`src/rtl/multicycle_alu.sv`:
```
// Multicycle signed ALU: single-cycle arith/logic/shift ops, iterative shift-add multiply,
// and a restoring divider built only when MULTICYCLE_ALU_DIV_EN is defined.
module multicycle_alu #(
  parameter int WIDTH = 16
) (
  input  logic               clk,
  input  logic               reset,
  input  logic               in_valid,
  output logic               in_ready,
  input  logic [WIDTH-1:0]   operand_a,
  input  logic [WIDTH-1:0]   operand_b,
  input  logic [3:0]         opcode,
  output logic               out_valid,
  input  logic               out_ready,
  output logic [2*WIDTH-1:0] result,
  output logic               zero,
  output logic               overflow,
  output logic               div_by_zero,
  output logic               illegal_op
);
  localparam int CW = $clog2(WIDTH);
  localparam logic [3:0] OP_ADD = 4'd0, OP_SUB = 4'd1, OP_MUL = 4'd2, OP_DIV = 4'd3,
                         OP_AND = 4'd4, OP_OR  = 4'd5, OP_XOR = 4'd6, OP_LLS = 4'd7,
                         OP_LRS = 4'd8, OP_INC = 4'd9, OP_DEC = 4'd10;
  localparam logic [WIDTH-1:0] ONE  = WIDTH'(1);
  localparam logic [WIDTH-1:0] WLIM = WIDTH'(WIDTH);
  localparam logic [WIDTH-1:0] MAXV = {1'b0, {(WIDTH-1){1'b1}}};
  localparam logic [WIDTH-1:0] MINV = {1'b1, {(WIDTH-1){1'b0}}};

`ifdef MULTICYCLE_ALU_DIV_EN
  typedef enum logic [1:0] {IDLE, MUL, DIV, DONE} state_t;
`else
  typedef enum logic [1:0] {IDLE, MUL, DONE} state_t;
`endif

  state_t             state, state_nx;
  logic [CW-1:0]      cnt;
  logic               last, load;
  logic [WIDTH-1:0]   mag_a, mag_b, w;
  logic               sext;
  logic [2*WIDTH-1:0] acc, mcand, acc_nx;
  logic [WIDTH-1:0]   mplier;
  logic               neg;
  logic [2*WIDTH-1:0] sc_res, fin_res, res_q;
  logic               sc_ovf, sc_dbz, sc_ill, fin_ovf, fin_dbz, fin_ill;
  logic               zero_q, ovf_q, dbz_q, ill_q;

  assign mag_a  = operand_a[WIDTH-1] ? -operand_a : operand_a;
  assign mag_b  = operand_b[WIDTH-1] ? -operand_b : operand_b;
  assign last   = (cnt == CW'(WIDTH-1));
  assign acc_nx = mplier[0] ? acc + mcand : acc;

`ifdef MULTICYCLE_ALU_DIV_EN
  // rem stays below the divisor magnitude (<= 2^(WIDTH-1)), so WIDTH-1 bits suffice
  logic [WIDTH-1:0] quo, dvs, quo_nx, rem_nx, r_sh, q_s, r_s;
  logic [WIDTH-2:0] rem;
  logic             qneg, rneg, dovf, ge;

  always_comb begin
    r_sh   = {rem, quo[WIDTH-1]};
    ge     = (r_sh >= dvs);
    rem_nx = ge ? r_sh - dvs : r_sh;
    quo_nx = {quo[WIDTH-2:0], ge};
    q_s    = qneg ? -quo_nx : quo_nx;
    r_s    = rneg ? -rem_nx : rem_nx;
  end
`endif

  always_comb begin
    w      = '0;
    sext   = 1'b1;
    sc_ovf = 1'b0;
    sc_dbz = 1'b0;
    sc_ill = 1'b0;
    case (opcode)
      OP_ADD: begin
        w      = operand_a + operand_b;
        sc_ovf = (operand_a[WIDTH-1] == operand_b[WIDTH-1]) && (w[WIDTH-1] != operand_a[WIDTH-1]);
      end
      OP_SUB: begin
        w      = operand_a - operand_b;
        sc_ovf = (operand_a[WIDTH-1] != operand_b[WIDTH-1]) && (w[WIDTH-1] != operand_a[WIDTH-1]);
      end
      OP_MUL: ;
`ifdef MULTICYCLE_ALU_DIV_EN
      OP_DIV: sc_dbz = (operand_b == '0);
`endif
      OP_AND: w = operand_a & operand_b;
      OP_OR:  w = operand_a | operand_b;
      OP_XOR: w = operand_a ^ operand_b;
      OP_LLS: begin
        sext = 1'b0;
        w    = (operand_b >= WLIM) ? '0 : operand_a << operand_b;
      end
      OP_LRS: begin
        sext = 1'b0;
        w    = (operand_b >= WLIM) ? '0 : operand_a >> operand_b;
      end
      OP_INC: begin
        w      = operand_a + ONE;
        sc_ovf = (operand_a == MAXV);
      end
      OP_DEC: begin
        w      = operand_a - ONE;
        sc_ovf = (operand_a == MINV);
      end
      default: sc_ill = 1'b1;
    endcase
    sc_res = {{WIDTH{sext & w[WIDTH-1]}}, w};
    if (sc_dbz) sc_res = {operand_a, {WIDTH{1'b1}}};
  end

  always_comb begin
    state_nx = state;
    load     = 1'b0;
    fin_res  = sc_res;
    fin_ovf  = sc_ovf;
    fin_dbz  = sc_dbz;
    fin_ill  = sc_ill;
    case (state)
      IDLE: if (in_valid) begin
        if (opcode == OP_MUL) state_nx = MUL;
`ifdef MULTICYCLE_ALU_DIV_EN
        else if (opcode == OP_DIV && operand_b != '0) state_nx = DIV;
`endif
        else begin
          state_nx = DONE;
          load     = 1'b1;
        end
      end
      MUL: if (last) begin
        state_nx = DONE;
        load     = 1'b1;
        fin_res  = neg ? -acc_nx : acc_nx;
        fin_ovf  = 1'b0;
        fin_dbz  = 1'b0;
        fin_ill  = 1'b0;
      end
`ifdef MULTICYCLE_ALU_DIV_EN
      DIV: if (last) begin
        state_nx = DONE;
        load     = 1'b1;
        fin_res  = {r_s, q_s};
        fin_ovf  = dovf;
        fin_dbz  = 1'b0;
        fin_ill  = 1'b0;
      end
`endif
      DONE: if (out_ready) state_nx = IDLE;
      default: state_nx = IDLE;
    endcase
  end

  always_ff @(posedge clk or negedge reset) begin
    if (!reset) state <= IDLE;
    else        state <= state_nx;
  end

  always_ff @(posedge clk or negedge reset) begin
    if (!reset) begin
      cnt    <= '0;
      acc    <= '0;
      mcand  <= '0;
      mplier <= '0;
      neg    <= 1'b0;
`ifdef MULTICYCLE_ALU_DIV_EN
      quo  <= '0;
      rem  <= '0;
      dvs  <= '0;
      qneg <= 1'b0;
      rneg <= 1'b0;
      dovf <= 1'b0;
`endif
      res_q  <= '0;
      zero_q <= 1'b0;
      ovf_q  <= 1'b0;
      dbz_q  <= 1'b0;
      ill_q  <= 1'b0;
    end else begin
      if (state == IDLE) begin
        if (in_valid) begin
          cnt    <= '0;
          acc    <= '0;
          mcand  <= {{WIDTH{1'b0}}, mag_a};
          mplier <= mag_b;
          neg    <= operand_a[WIDTH-1] ^ operand_b[WIDTH-1];
`ifdef MULTICYCLE_ALU_DIV_EN
          quo  <= mag_a;
          rem  <= '0;
          dvs  <= mag_b;
          qneg <= operand_a[WIDTH-1] ^ operand_b[WIDTH-1];
          rneg <= operand_a[WIDTH-1];
          dovf <= (operand_a == MINV) && (operand_b == '1);
`endif
        end
      end else begin
        cnt    <= cnt + CW'(1);
        acc    <= acc_nx;
        mcand  <= mcand << 1;
        mplier <= mplier >> 1;
`ifdef MULTICYCLE_ALU_DIV_EN
        quo <= quo_nx;
        rem <= rem_nx[WIDTH-2:0];
`endif
      end
      if (load) begin
        res_q  <= fin_res;
        zero_q <= (fin_res == '0);
        ovf_q  <= fin_ovf;
        dbz_q  <= fin_dbz;
        ill_q  <= fin_ill;
      end
    end
  end

  assign in_ready    = (state == IDLE);
  assign out_valid   = (state == DONE);
  assign result      = res_q;
  assign zero        = zero_q;
  assign overflow    = ovf_q;
  assign div_by_zero = dbz_q;
  assign illegal_op  = ill_q;
endmodule

```
`config.mk`:
```
export PLATFORM = sky130hd
export DESIGN_NAME = multicycle_alu
export DESIGN_NICKNAME = d
export VERILOG_FILES = /design/src/rtl/multicycle_alu.sv
export SDC_FILE = /design/constraint.sdc
export NUM_CORES = 1
export LEC_CHECK = 0
export BUFFER_PORTS_ARGS = -buffer_cell sky130_fd_sc_hd__buf_4
export CAP_MARGIN = 20
export CORE_ASPECT_RATIO = 1.2
export CORE_MARGIN = 4
export CORE_UTILIZATION = 35
export DETAILED_ROUTE_END_ITERATION = 8
export PLACE_DENSITY = 0.57
export SKIP_LAST_GASP = 1
export SLEW_MARGIN = 20
export SYNTH_ARGS = -nofsm -noshare
export SYNTH_HDL_FRONTEND = slang
export SYNTH_SLANG_ARGS = --single-unit
```
`constraint.sdc`:
```
create_clock -name clk -period 9.99 [get_ports clk]
set_input_delay 0.4995 -clock clk [delete_from_list [all_inputs] [get_ports clk]]
set_output_delay 0.4995 -clock clk [all_outputs]
set_load 0.01 [all_outputs]
```
Word-level counts from Yosys, hierarchy flattened
Cells that the tools add are included.
{ "word_totals": {"register_bits": 122, "in_bits": 40, "wordCells": 90, "output_inout_bits": 38} }
{ "op_classes": {"order_cmp": 1, "eq_ne": 21, "mux": 33, "n_addsub": 9, "n_bitwise": 5, "n_reduce_logical": 9, "shifts": 2} }
{ "op_table": {"columns": ["operator", "n"], "rows": [
  ["2-to-1 mux 32 bit", 8],
  ["case mux 16 bit (9 select lines)", 1],
  ["2-to-1 mux 16 bit", 6],
  ["adder 32 bit", 1],
  ["zero test 32 bit", 1],
  ["negation 16 bit", 2],
  ["negation 32 bit", 1],
  ["adder 16 x 1 -> 16 bit (second input constant)", 1],
  ["adder 16 bit", 1],
  ["bitwise AND 16 bit", 1],
  ["equality test 16 x 15 -> 1 bit (second input constant)", 1],
  ["equality test 16 bit (second input constant)", 1],
  ["equality test 4 x 3 -> 1 bit (second input constant)", 4],
  ["equality test 4 bit (second input constant)", 4],
  ["greater-or-equal comparator 16 x 5 -> 1 bit (second input constant)", 1],
  ["bitwise OR 16 bit", 1],
  ["left shift 16 x 16 -> 16 bit", 1],
  [">> shifter 16 x 16 -> 16 bit", 1],
  ["subtractor 16 x 1 -> 16 bit (second input constant)", 1],
  ["subtractor 16 bit", 1],
  ["XOR 16 bit", 1],
  ["OR reduction 10 bit", 1],
  ["2-to-1 mux 1 bit", 9],
  ["2-to-1 mux 2 bit", 4],
  ["21 further kinds", 26]
]} }

Longest topological paths before layout
{ "logic_depth": {"ltp_word": 7, "depth_mapped": 19, "depth_no_buf": 17} }

Worst setup path before layout
No wires, ideal clock.
{ "synth_path": {"path_type": "input to register", "from": "input opcode[1]", "to": "register zero_q (netlist: zero)", "setup_time_ns": 0.067, "t_required_ns": 9.923, "cell_stages": 16, "setup_slack_ns": 4.606, "n_path_buf": 1, "arrival_ns": 5.317, "cell_sequence": "clkbuf_1 > nor4bb_1 > ha_1 > a211oi_1 > nor2_1 > a21oi_1 > nand2_1 > a21o_1 > a21oi_1 > xnor2_1 > a221oi_1 > nor2_1 > or4b_2 > nor4_1 > and4b_1 > a32o_1"} }
{ "synth_via": {"elab_chain_len": 7, "word_cells_on_any_way": 20, "cone_classes": "9 x eq/ne; 7 x mux; 1 x bitwise; 3 x reduce/logical"} }
{ "synth_rtl": {"columns": ["element", "line_no", "rtl"], "rows": [
  ["start, declared", "12", "input logic [3:0] opcode,"],
  ["parallel branches: the longest is 7 deep, another holds 2-to-1 mux 32 bit", null, null],
  ["end signal, assigned", "208", "zero_q <= (fin_res == '0);"],
  ["end, declared", "46", "logic zero_q, ovf_q, dbz_q, ill_q;"]
]} }
Several ways; the timed one is not identified.
A chain may end at the register's enable or synchronous reset.

Worst setup path after layout
{ "layout_path": {"from": "register mplier[0]", "to": "register zero_q (netlist: zero)"} }
{ "layout_via": {"elab_chain_len": 6} }
{ "layout_rtl": {"columns": ["element", "line_no", "rtl"], "rows": [
  ["start, declared", "42", "logic [WIDTH-1:0] mplier;"],
  ["start signal, assigned", "185", "mplier <= mag_b;"],
  ["start signal, assigned", "200", "mplier <= mplier >> 1;"],
  ["2-to-1 mux 32 bit *", "51", "assign acc_nx = mplier[0] ? acc + mcand : acc;"],
  ["negation 32 bit", "134", "fin_res = neg ? -acc_nx : acc_nx;"],
  ["2-to-1 mux 32 bit *", "134", null],
  ["2-to-1 mux 32 bit *", "131", "MUL: if (last) begin"],
  ["2-to-1 mux 32 bit *", "120", "case (state)"],
  ["zero test 32 bit *", "208", null]
]} }
Every way passes the cells marked *; elsewhere a longest branch is shown, timed or not.

==> results.toml <==
[critical_path]
rr_endpoint = "zero$_DFFE_PN0P_"
critPathRequiredTime_ns = 10.37
ff2ff_path_depth = 13
r2r_start = "mplier[0]$_DFFE_PN0P_"
cp-end-kind = "register"
path_max_fanout = 45
cp.arrival_ns = 5.57
crit_path_start_kind = "register"
crit_type = "register to register"
reg2reg_slack_ns = 4.80

[clock_network]
root_buffer = "clkbuf_16"
htree_levels = 4
clk_latency_ns = 0.45
hold_buffers = 0
cts_buffers = 17
cts_repair_resize_count = 0
cts_setup_buffers = 0
cts.sinks = 122
clockBufferDepth = 2
cts_tree = "yes"
clk_pin_slew_ns = 0.07

[routing]
drt_pre_antenna_iters = 5
postRouteAntennaNets = 0
wl_per_cell_um = 23.5
routed_wl_mm = 55.7
routed-via-count = 14400
drtIter0Drc = 1326
drc = 0
viasPerCell = 6.08

[hold_path]
hold_path_class = "primary input to asynchronous set/reset pin"

[synth]
synthFlopType = "dfrtp_1"
syn_area_um2 = 14000
yosys.area.top_type = "dfrtp_1"
yosys.cell_types.count = 100
yosysSeqAreaShare_pct = 21.7
ys_ff_latch = 122
yosys-top-cells-area = "dfrtp_1, ha_1, a21oi_1"
synth_warnings = 0
synth_edf_count = 0
yosysTopAreaCellShare_pct = 21.7
synthArstFlopShare_pct = 100
synthesis.nets = 1990
synth.avg_cell_area_um2 = 7.59
syn-instance-count = 1850

[global_routing]
track_usage_pct = 24.8
grt_pass1_vias = 13800
overflow = 0
grt_max_degree = 76
grt_pass1_wl_mm = 83.0
antenna_found_initial = 1

[die]
dieArea_um2 = 43400
io_pins = 78
core_um2 = 39700
std_cell_rows = 80
start_util_pct = 35.3
die_y_um = 227
dieWidth_um = 191

[final_layout]
fin_util_pct = 39.0
num_antenna_cells = 0
drive_above_1_share_pct = 10.9
multi_input_area_um2 = 10200
seq_area_um2 = 3050
layout_common_cells = "nand2_1, a21oi_1, nor2_1, o21ai_0, dfrtp_1"
fin_nets = 1969
fill_cells = 4219
layout_commonest_cell = "nand2_1"
syn_to_final_growth_pct = 10.3

[pwr]
vdd_drop_max_uv = 137
p_leak_nw = 6.41
power_density_nw_per_um2 = 212

[sta]
report.final.setup_viol = 0
final-max-slew-violation-count = 0
tns_ns = 0
fin_worst_skew_ns = 0.0127
max_freq_mhz = 193
slew_headroom_pct = 27.2
rsz0062_at_grt = "false"
worstMarginPinSlew_ns = 1.09
period_minus_slack_ns = 5.19
hold_viol_final = 0
fin_crit_sh_pct = 51.9

[outcome]
outcome = "completed"

[placed_design]
io_buffer_count = 76
place_congestion = 0.987
dp_hpwl_mm = 42.3

[flow_run]
cap_violations = 0
==> power by group <==
part | internal [mW] | leakage [nW] | total [mW] | switching, mW
sequential | 0.649 | 1.54 | 0.822 | 0.173
combinational | 0.686 | 4.62 | 1.86 | 1.18
clock | 0.341 | 0.258 | 0.600 | 0.258
total | 1.68 | 6.41 | 3.28 | 1.61
==> state kept, by name, summed over array words and instances (netlist names) <==
| register | cells |
|---|---|
| acc | 32 |
| mcand | 32 |
| result | 32 |
| mplier | 16 |
| cnt | 4 |
| state | 2 |
| illegal_op | 1 |
| neg | 1 |
| overflow | 1 |
| zero | 1 |
==> routing by layer <==
layer / up-vias / track usage [%] / part of all wire, % / routed length (um)
li1: 6776 / - / - / -
met3: 119 / 3.83 / 5.5 / 3070
met4: 0 / 11.9 / 4.8 / 2690
met5: - / 0 / 0 / 0
met2: 529 / 43.1 / 49 / 27400
met1: 7022 / 30.1 / 41 / 22600
==> logic make-up after synthesis <==
logic type               Yosys count  synth area share, %
XOR/XNOR                          84                 5.24
adder cells (fa/ha/maj)          100                 9.12
other                              1               0.0267
multiplexers                      75                 7.61
buffers and inverters            204                 5.55
flip-flops                       122                 21.7
AO/OA/AOI/OAI                    626                 28.9
AND/OR/NAND/NOR                  638                 21.8
==> cell type report <==
class / count / share of cell area (%)
clock inverters: 14 / 0.791
inverters: 74 / 1.79
multi-input cells: 1524 / 66.1
flip-flops and latches: 122 / 19.7
clock buffers: 18 / 2.77
well taps: 533 / 4.30
repair buffers: 90 / 4.51
==> worst max-delay path: stages (launching register included) <==
cell	delay, ns
dfrtp_2	0.72
buf_4	0.52
mux2i_1	0.41
ha_1	0.23
and2_1	0.16
or3b_2	0.48
or4_1	0.64
o41ai_1	0.45
xnor2_1	0.17
nor2_1	0.07
or4_1	0.54
nor4_1	0.32
and4b_1	0.25
a32o_1	0.15
==> Yosys cell counts (20+ instances only) <==
library cell	n
mux4_2	24
o31ai_1	22
xor2_1	20
o211ai_1	20
ha_1	96
a21oi_1	175
a211oi_1	31
nand4_1	21
nand3_1	53
inv_1	70
mux2i_1	40
xnor2_1	64
dfrtp_1	122
nand2_1	219
o21ai_0	161
clkbuf_1	104
a31oi_1	25
nor3_1	31
nand2b_1	22
nor2_1	163
==> worst max path at each step <==
stage,start,endpoint,slack (ns)
floorplan,opcode[1],zero$_DFFE_PN0P_,4.61
global placement,operand_b[2],zero$_DFFE_PN0P_,4.83
detailed placement,operand_b[2],zero$_DFFE_PN0P_,4.80
CTS,mplier[0]$_DFFE_PN0P_,zero$_DFFE_PN0P_,4.83
global route,mplier[0]$_DFFE_PN0P_,zero$_DFFE_PN0P_,4.42
finish,mplier[0]$_DFFE_PN0P_,zero$_DFFE_PN0P_,4.80
==> metrics by stage <==
| step | hold WS [ns] | setup slack [ns] | instance area, um2 | total power, mW | cells |
|---|---|---|---|---|---|
| finish | 0.00371 | 4.80 | 15500 | 3.28 | 2375 |
| global route | 0.0440 | 4.42 | 15500 | 3.51 | 2375 |
| CTS | 0.0177 | 4.83 | 15500 | 3.28 | 2375 |
| detailed placement | 0.460 | 4.80 | 14900 | 2.66 | 2343 |
| global placement | 0.458 | 4.83 | 14900 | 2.65 | 2342 |
| floorplan | 0.204 | 4.61 | 14000 | 2.07 | 1850 |
No activity file was read; power rests on OpenSTA's default activity.
